==> src/rtl/kernel_dispatcher_if.sv <==
// Signal bundle between the kernel dispatcher, the device control register and the core array.
interface kernel_dispatcher_if #(
  parameter int NUM_CORES = 2,
  parameter int TW        = 3
);
  logic                    start;
  logic [7:0]              thread_count;
  logic                    done;
  logic [NUM_CORES-1:0]    core_done;
  logic [NUM_CORES-1:0]    core_reset;
  logic [NUM_CORES-1:0]    core_start;
  logic [NUM_CORES*8-1:0]  core_block_id;
  logic [NUM_CORES*TW-1:0] core_thread_count;

  modport master (
    input  start, thread_count, core_done,
    output done, core_reset, core_start, core_block_id, core_thread_count
  );

  modport slave (
    output start, thread_count, core_done,
    input  done, core_reset, core_start, core_block_id, core_thread_count
  );
endinterface

==> src/rtl/kernel_dispatcher.sv <==
// Splits a kernel launch into fixed-size blocks and hands them one per cycle to free cores,
// counting completions until the whole kernel has finished.
module kernel_dispatcher #(
  parameter int NUM_CORES         = 2,
  parameter int THREADS_PER_BLOCK = 4
) (
  input logic               clk,
  input logic               reset,
  kernel_dispatcher_if.master bus
);
  localparam int TW    = $clog2(THREADS_PER_BLOCK) + 1;
  localparam int SHIFT = $clog2(THREADS_PER_BLOCK);

  typedef enum logic [1:0] {IDLE, RUN, DONE} state_t;
  typedef enum logic [1:0] {FREE, RST, BUSY} slot_t;

  state_t        state, state_next;
  slot_t         slot       [NUM_CORES];
  slot_t         slot_next  [NUM_CORES];
  logic [7:0]    block_id      [NUM_CORES];
  logic [7:0]    block_id_next [NUM_CORES];
  logic [TW-1:0] blk_cnt       [NUM_CORES];
  logic [TW-1:0] blk_cnt_next  [NUM_CORES];

  logic [7:0] tc_q, tc_next;
  logic [8:0] total, total_next;
  logic [8:0] dispatched, dispatched_next;
  logic [8:0] completed, completed_next;
  logic [8:0] launch_total;
  logic [7:0] eff_tc;
  logic [8:0] eff_total, eff_disp;
  logic [8:0] n_done;
  logic       can_dispatch, found;

  assign launch_total = (9'(bus.thread_count) + 9'(THREADS_PER_BLOCK - 1)) >> SHIFT;

  always_comb begin
    state_next      = state;
    tc_next         = tc_q;
    total_next      = total;
    dispatched_next = dispatched;
    completed_next  = completed;
    eff_tc          = tc_q;
    eff_total       = total;
    eff_disp        = dispatched;
    can_dispatch    = 1'b0;
    found           = 1'b0;
    n_done          = '0;

    for (int unsigned i = 0; i < NUM_CORES; i++) begin
      slot_next[i]     = slot[i];
      block_id_next[i] = block_id[i];
      blk_cnt_next[i]  = blk_cnt[i];
      case (slot[i])
        RST:  slot_next[i] = BUSY;
        BUSY: if (bus.core_done[i]) begin
          slot_next[i] = FREE;
          n_done       = n_done + 9'd1;
        end
        default: ;
      endcase
    end

    case (state)
      IDLE: if (bus.start) begin
        // Block 0 is dispatched on the launch edge itself, straight from the live inputs.
        tc_next         = bus.thread_count;
        total_next      = launch_total;
        dispatched_next = '0;
        completed_next  = '0;
        eff_tc          = bus.thread_count;
        eff_total       = launch_total;
        eff_disp        = '0;
        can_dispatch    = 1'b1;
        state_next      = RUN;
      end
      RUN: begin
        completed_next = completed + n_done;
        if (completed_next == total) state_next = DONE;
        can_dispatch = 1'b1;
      end
      DONE: if (!bus.start) state_next = IDLE;
      default: state_next = IDLE;
    endcase

    if (can_dispatch && (eff_disp < eff_total)) begin
      for (int unsigned i = 0; i < NUM_CORES; i++) begin
        if (!found && slot[i] == FREE) begin
          found            = 1'b1;
          slot_next[i]     = RST;
          block_id_next[i] = eff_disp[7:0];
          blk_cnt_next[i]  = (eff_disp == eff_total - 9'd1)
                             ? TW'(9'(eff_tc) - ((eff_total - 9'd1) << SHIFT))
                             : TW'(THREADS_PER_BLOCK);
          dispatched_next  = eff_disp + 9'd1;
        end
      end
    end
  end

  always_ff @(posedge clk or negedge reset) begin
    if (!reset) begin
      state      <= IDLE;
      tc_q       <= '0;
      total      <= '0;
      dispatched <= '0;
      completed  <= '0;
      for (int unsigned i = 0; i < NUM_CORES; i++) begin
        slot[i]     <= FREE;
        block_id[i] <= '0;
        blk_cnt[i]  <= '0;
      end
    end else begin
      state      <= state_next;
      tc_q       <= tc_next;
      total      <= total_next;
      dispatched <= dispatched_next;
      completed  <= completed_next;
      for (int unsigned i = 0; i < NUM_CORES; i++) begin
        slot[i]     <= slot_next[i];
        block_id[i] <= block_id_next[i];
        blk_cnt[i]  <= blk_cnt_next[i];
      end
    end
  end

  always_comb begin
    bus.core_reset        = '0;
    bus.core_start        = '0;
    bus.core_block_id     = '0;
    bus.core_thread_count = '0;
    for (int unsigned i = 0; i < NUM_CORES; i++) begin
      bus.core_reset[i]                  = (slot[i] == RST);
      bus.core_start[i]                  = (slot[i] == BUSY);
      bus.core_block_id[8*i +: 8]        = block_id[i];
      bus.core_thread_count[TW*i +: TW]  = blk_cnt[i];
    end
  end

  assign bus.done = (state == DONE);
endmodule

==> src/flat_wrapper.sv <==
// flat-port wrapper written by rule: the top's interface ports become plain ports
module kernel_dispatcher_flat 
#(
  parameter int NUM_CORES         = 2,
  parameter int THREADS_PER_BLOCK = 4
)
  (clk, reset, bus_start, bus_thread_count, bus_core_done, bus_done, bus_core_reset, bus_core_start, bus_core_block_id, bus_core_thread_count);
  kernel_dispatcher_if #(.NUM_CORES(NUM_CORES), .TW(($clog2((4)) + 1))) bus_i ();
  input logic clk;
  input logic reset;
  input wire logic [$bits(bus_i.start)-1:0] bus_start;
  input wire logic [$bits(bus_i.thread_count)-1:0] bus_thread_count;
  input wire logic [$bits(bus_i.core_done)-1:0] bus_core_done;
  output wire logic [$bits(bus_i.done)-1:0] bus_done;
  output wire logic [$bits(bus_i.core_reset)-1:0] bus_core_reset;
  output wire logic [$bits(bus_i.core_start)-1:0] bus_core_start;
  output wire logic [$bits(bus_i.core_block_id)-1:0] bus_core_block_id;
  output wire logic [$bits(bus_i.core_thread_count)-1:0] bus_core_thread_count;
  assign bus_i.start = bus_start;
  assign bus_i.thread_count = bus_thread_count;
  assign bus_i.core_done = bus_core_done;
  assign bus_done = bus_i.done;
  assign bus_core_reset = bus_i.core_reset;
  assign bus_core_start = bus_i.core_start;
  assign bus_core_block_id = bus_i.core_block_id;
  assign bus_core_thread_count = bus_i.core_thread_count;
  kernel_dispatcher #(.NUM_CORES(NUM_CORES), .THREADS_PER_BLOCK(THREADS_PER_BLOCK)) u_core (.clk(clk), .reset(reset), .bus(bus_i));
endmodule
==> config.mk <==
export PLATFORM = sky130hd
export DESIGN_NAME = kernel_dispatcher_flat
export DESIGN_NICKNAME = d
export VERILOG_FILES = /design/src/rtl/kernel_dispatcher_if.sv /design/src/rtl/kernel_dispatcher.sv /design/src/flat_wrapper.sv
export SDC_FILE = /design/constraint.sdc
export NUM_CORES = 1
export LEC_CHECK = 0
export ABC_AREA = 1
export CORE_UTILIZATION = 50
export DETAILED_ROUTE_END_ITERATION = 10
export PLACE_DENSITY = 0.79
export SLEW_MARGIN = 20
export SYNTH_ARGS = -nofsm -noshare
export SYNTH_HDL_FRONTEND = slang
export SYNTH_SLANG_ARGS = --single-unit
==> constraint.sdc <==
create_clock -name clk -period 6.5 [get_ports clk]
set_input_delay 0.975 -clock clk [delete_from_list [all_inputs] [get_ports clk]]
set_output_delay 0.975 -clock clk [all_outputs]
set_load 0.01 [all_outputs]
==> summary.md <==
• **worst endpoint data arrival time** 3.99 ns
• **number of antenna violations at the first check in global routing** 0
• **Resized cells post-CTS** 0
• **number of warnings issued by yosys** 0
• **synthesized-area fraction occupied by and/or/nand/nor cells** 27.4%
• **unrepaired setup endpoints after global routing** no
• **leakage power of the design** 2.06 nW
• **detailed-placement wirelength estimate** 5.51 mm
• **Final ANT Viol Nets** 0
• **max-capacitance violation count** 0
• **TritonCTS Sinks** 58
• **# rows** 30
• **slowest stage cell on the critical path** sky130_fd_sc_hd__clkdlybuf4s50_1
• **Final Hold Violating Endpoints** 0
• **standard cell area after detailed placement** 0.00398 sq mm
• **via count of the first global-routing pass** 2919
• **Compound-Gate Fraction of Synth Area** 9.44%
• **number of levels in the clock H-tree** 3
• **count of cell types in the netlist** 37
• **CTS Buf Count** 9
• **maximum clock skew at final layout** 0.0126 ns
• **crit start category** primary input
• **fraction of synthesized area in multiplexers** 0%
• **total number of vias** 2946
• **hold buffers post-CTS** 0
• **maximum number of pins on one net before global-route repair** 59
• **family with the most delay on the worst path** simple AND/OR/NAND/NOR gates
• **wire length of the first global-routing pass** 12.8 mm
• **post-synth design cell area** 0.00351 sq mm
• **result of the run** completed
• **main combinational cell family by area after synthesis** simple AND/OR/NAND/NOR gates
• **xor/xnor cell area share of the yosys netlist** 4.74%
• **sequence of cells on the critical path** clkdlybuf4s50_1 -> nand3_2 -> nand2_1 -> nand2_1 -> nor2_1 -> inv_1 -> ha_1 -> nand2_1 -> nor2_1 -> nand3b_1 -> nand4_4 -> a21oi_4 -> nand2_1 -> nor2_2 -> nand3_1 -> xor2_1 -> inv_1
• **endpoint type of the worst setup path** register
• **final slew viol count** 0
• **clock insertion delay at the later pin of the skew report** 0.35 ns
• **maximum fanout count along the critical path** 22
• **length of the first detailed-routing pass in iterations** 4
• **Mapped Nets** 475
• **# fillers** 604
• **gate count after technology mapping** 439
• **die extent in y** 85.8 um
• **layout cell share with drive strength beyond 1** 9.41%
• **share of synthesized registers carrying an async set or reset** 100%
• **number of endpoints failing setup at the final stage** 0
• **post-CTS setup buffers** 0
• **area added between synthesis and finish** 18.5%
• **last weighted congestion value of the routability-driven placer** 0.883
• **full die area** 0.00737 sq mm
• **WS Path Type** in2reg
• **Final Total Pwr** 1.72 mW
• **count of flip-flops with a built-in enable after synthesis** 0
• **part of the cycle the worst path needs** 57.9%
• **maximum buffer depth of the clock tree** 2
• **timing-limited maximum frequency** 266 MHz
• **buffer type at the clock tree root** sky130_fd_sc_hd__clkbuf_8
• **Final Routed Wirelength** 7.50 mm
• **post-layout instance area** 0.00416 sq mm
• **grt total ovfl** 0
• **flop and latch count out of synthesis** 58
• **Avg Synthesized Cell Area** 8.00 sq um
• **sequential element share of the synthesized area** 41.3%
• **most common cell type on the critical path** sky130_fd_sc_hd__nand2_1
• **number of remaining DRC errors** 0
• **CTS tree** done
• **CP Buf/Inv Count** 3
• **fin nets** 520
• **relative slew slack** 50.6%
• **horizontal die dimension** 85.8 um
• **adder and majority gate portion of the synthesized area** 8.40%
• **shortest period the worst path allows** 3.76 ns
• **clock slew seen by the registers of the worst setup and hold paths** 0.07 ns
• **Critical Path Max Stage Delay** 0.56 ns
• **count of buffers from port buffering** 39
• **pin slew with the least headroom to its limit** 0.740 ns
• **Initial Utilization** 51.7%
• **power density over cell area** 413 mW/mm^2
• **total routing resource utilization after global routing** 22.5%
• **DRC marker count from the first detailed-route iteration** 155
• **sum of negative setup slack** 0 ns
• **wire per inst** 12.8 um
• **worst vdd ir** 0.291 mV
• **worst path required time** 6.73 ns
• **type of the most critical hold path** reg2reg
• **I/O pin total** 40
• **antenna diode count** 0
• **predominant post-synthesis flop cell** sky130_fd_sc_hd__dfrtp_1
• **core area** 0.00679 sq mm
• **post-detailed-route via-to-cell ratio** 5.04
-- report_power, final --
group	total, mW	internal [mW]	switching (mW)
clock network	0.323	0.176	0.147
registers	0.526	0.468	0.0579
logic	0.871	0.323	0.548
-- cell usage in the layout, fill, tap and decap left out, drive strengths merged, types with 3 or more instances in the layout --
cell           netlist  routed
a21oi                9       9
o22ai                6       6
nand4                8       8
inv                 69      69
nor3                 3       3
nor2                43      43
o21bai               3       3
xnor2                3       3
dfrtp               58      58
nand3               28      28
clkbuf               2      11
nand2              121     121
o21ai               33      33
ha                  22      22
xor2                16      16
clkdlybuf4s50        0      38
-- worst register-to-register path: stages, from the launching register on --
cell and delay, ns:
sky130_fd_sc_hd__dfrtp_1 0.37, sky130_fd_sc_hd__inv_1 0.07, sky130_fd_sc_hd__ha_1 0.23, sky130_fd_sc_hd__nand2_1 0.10, sky130_fd_sc_hd__inv_1 0.05, sky130_fd_sc_hd__ha_1 0.26, sky130_fd_sc_hd__nand2_1 0.05, sky130_fd_sc_hd__o21ai_0 0.08
sky130_fd_sc_hd__ha_1 0.21, sky130_fd_sc_hd__fa_1 0.40, sky130_fd_sc_hd__xnor2_1 0.30, sky130_fd_sc_hd__nor2_1 0.06, sky130_fd_sc_hd__a2111oi_0 0.34, sky130_fd_sc_hd__nand3_1 0.16, sky130_fd_sc_hd__a21oi_1 0.15, sky130_fd_sc_hd__nand3_1 0.11
sky130_fd_sc_hd__nand2_1 0.07, sky130_fd_sc_hd__nand2_1 0.04
-- sequential cells by signal, summed over array words and instances (netlist names) --
register                      count
u_core.total                      9
u_core.dispatched                 9
u_core.bus.core_thread_count      6
u_core.slot                       4
u_core.completed                  9
u_core.tc_q                       3
u_core.bus.core_block_id         16
u_core.state                      2
-- metal layers --
layer	global-route usage (%)	part of all wire, %	routed length (um)
met3	4.62	5.8	438
met2	36.9	47	3510
met5	0	0	0
met4	9.85	0.96	72
met1	28.9	46	3480
-- path summary, 6_finish.rpt --
check / start / end / slack [ns] / cells after the start
min in group asynchronous: reset / u_core.completed[3] / 0.77 / 2
max in group asynchronous: reset / u_core.dispatched[2] / 5.24 / 2
hold / removal: u_core.bus.core_thread_count[4] / u_core.bus.core_thread_count[4] / 0.49 / 2
setup reg to reg: u_core.slot[2] / u_core.state[0] / 3.31 / 17
hold reg to reg: u_core.bus.core_thread_count[4] / u_core.bus.core_thread_count[4] / 0.49 / 2
setup / recovery: bus_start / u_core.dispatched[8] / 2.74 / 17
-- cell usage after synthesis (4+ instances only) --
| cell type | count | share of area, % |
|---|---|---|
| sky130_fd_sc_hd__xor2_1 | 16 | 4.0 |
| sky130_fd_sc_hd__dfrtp_1 | 58 | 41 |
| sky130_fd_sc_hd__o21ai_0 | 32 | 4.6 |
| sky130_fd_sc_hd__a21oi_1 | 7 | 1.0 |
| sky130_fd_sc_hd__inv_1 | 62 | 6.6 |
| sky130_fd_sc_hd__inv_2 | 7 | 0.75 |
| sky130_fd_sc_hd__nor2_4 | 4 | 1.3 |
| sky130_fd_sc_hd__nand3_1 | 23 | 3.3 |
| sky130_fd_sc_hd__nand2_1 | 115 | 12 |
| sky130_fd_sc_hd__nor2_1 | 36 | 3.8 |
| sky130_fd_sc_hd__o22ai_1 | 6 | 1.1 |
| sky130_fd_sc_hd__nand4_1 | 7 | 1.2 |
| sky130_fd_sc_hd__ha_1 | 22 | 7.8 |
| sky130_fd_sc_hd__nand3_2 | 5 | 1.4 |
-- cells by family after synthesis --
logic type      after synthesis
simple gates                207
xor+xnor                     19
fa+ha+maj                    23
flops                        58
buf+inv                      75
compound gates               57
-- per-stage QoR --
step / setup WS, ns / cells / hold WS, ns / utilization, %
finish: 2.74 / 585 / 0.488 / 61.3
global route: 2.43 / 585 / 0.501 / 61.3
CTS: 2.75 / 585 / 0.485 / 61.3
detailed placement: 2.44 / 569 / 0.468 / 58.5
global placement: 2.51 / 569 / 0.467 / 58.5
floorplan: 3.40 / 439 / 0.484 / -
-- area by class of cell --
| type | instances | area (sq um) | share of cell area, % |
|---|---|---|---|
| timing repair buffer | 40 | 393 | 9.44 |
| clock buffer | 11 | 131 | 3.16 |
| clock inverter | 5 | 55.1 | 1.32 |
| inverter | 69 | 259 | 6.22 |
| tap | 96 | 120 | 2.88 |
| multi-input combinational | 306 | 1750 | 42.1 |
| sequential | 58 | 1450 | 34.9 |
(Power assumes the default switching activity.)
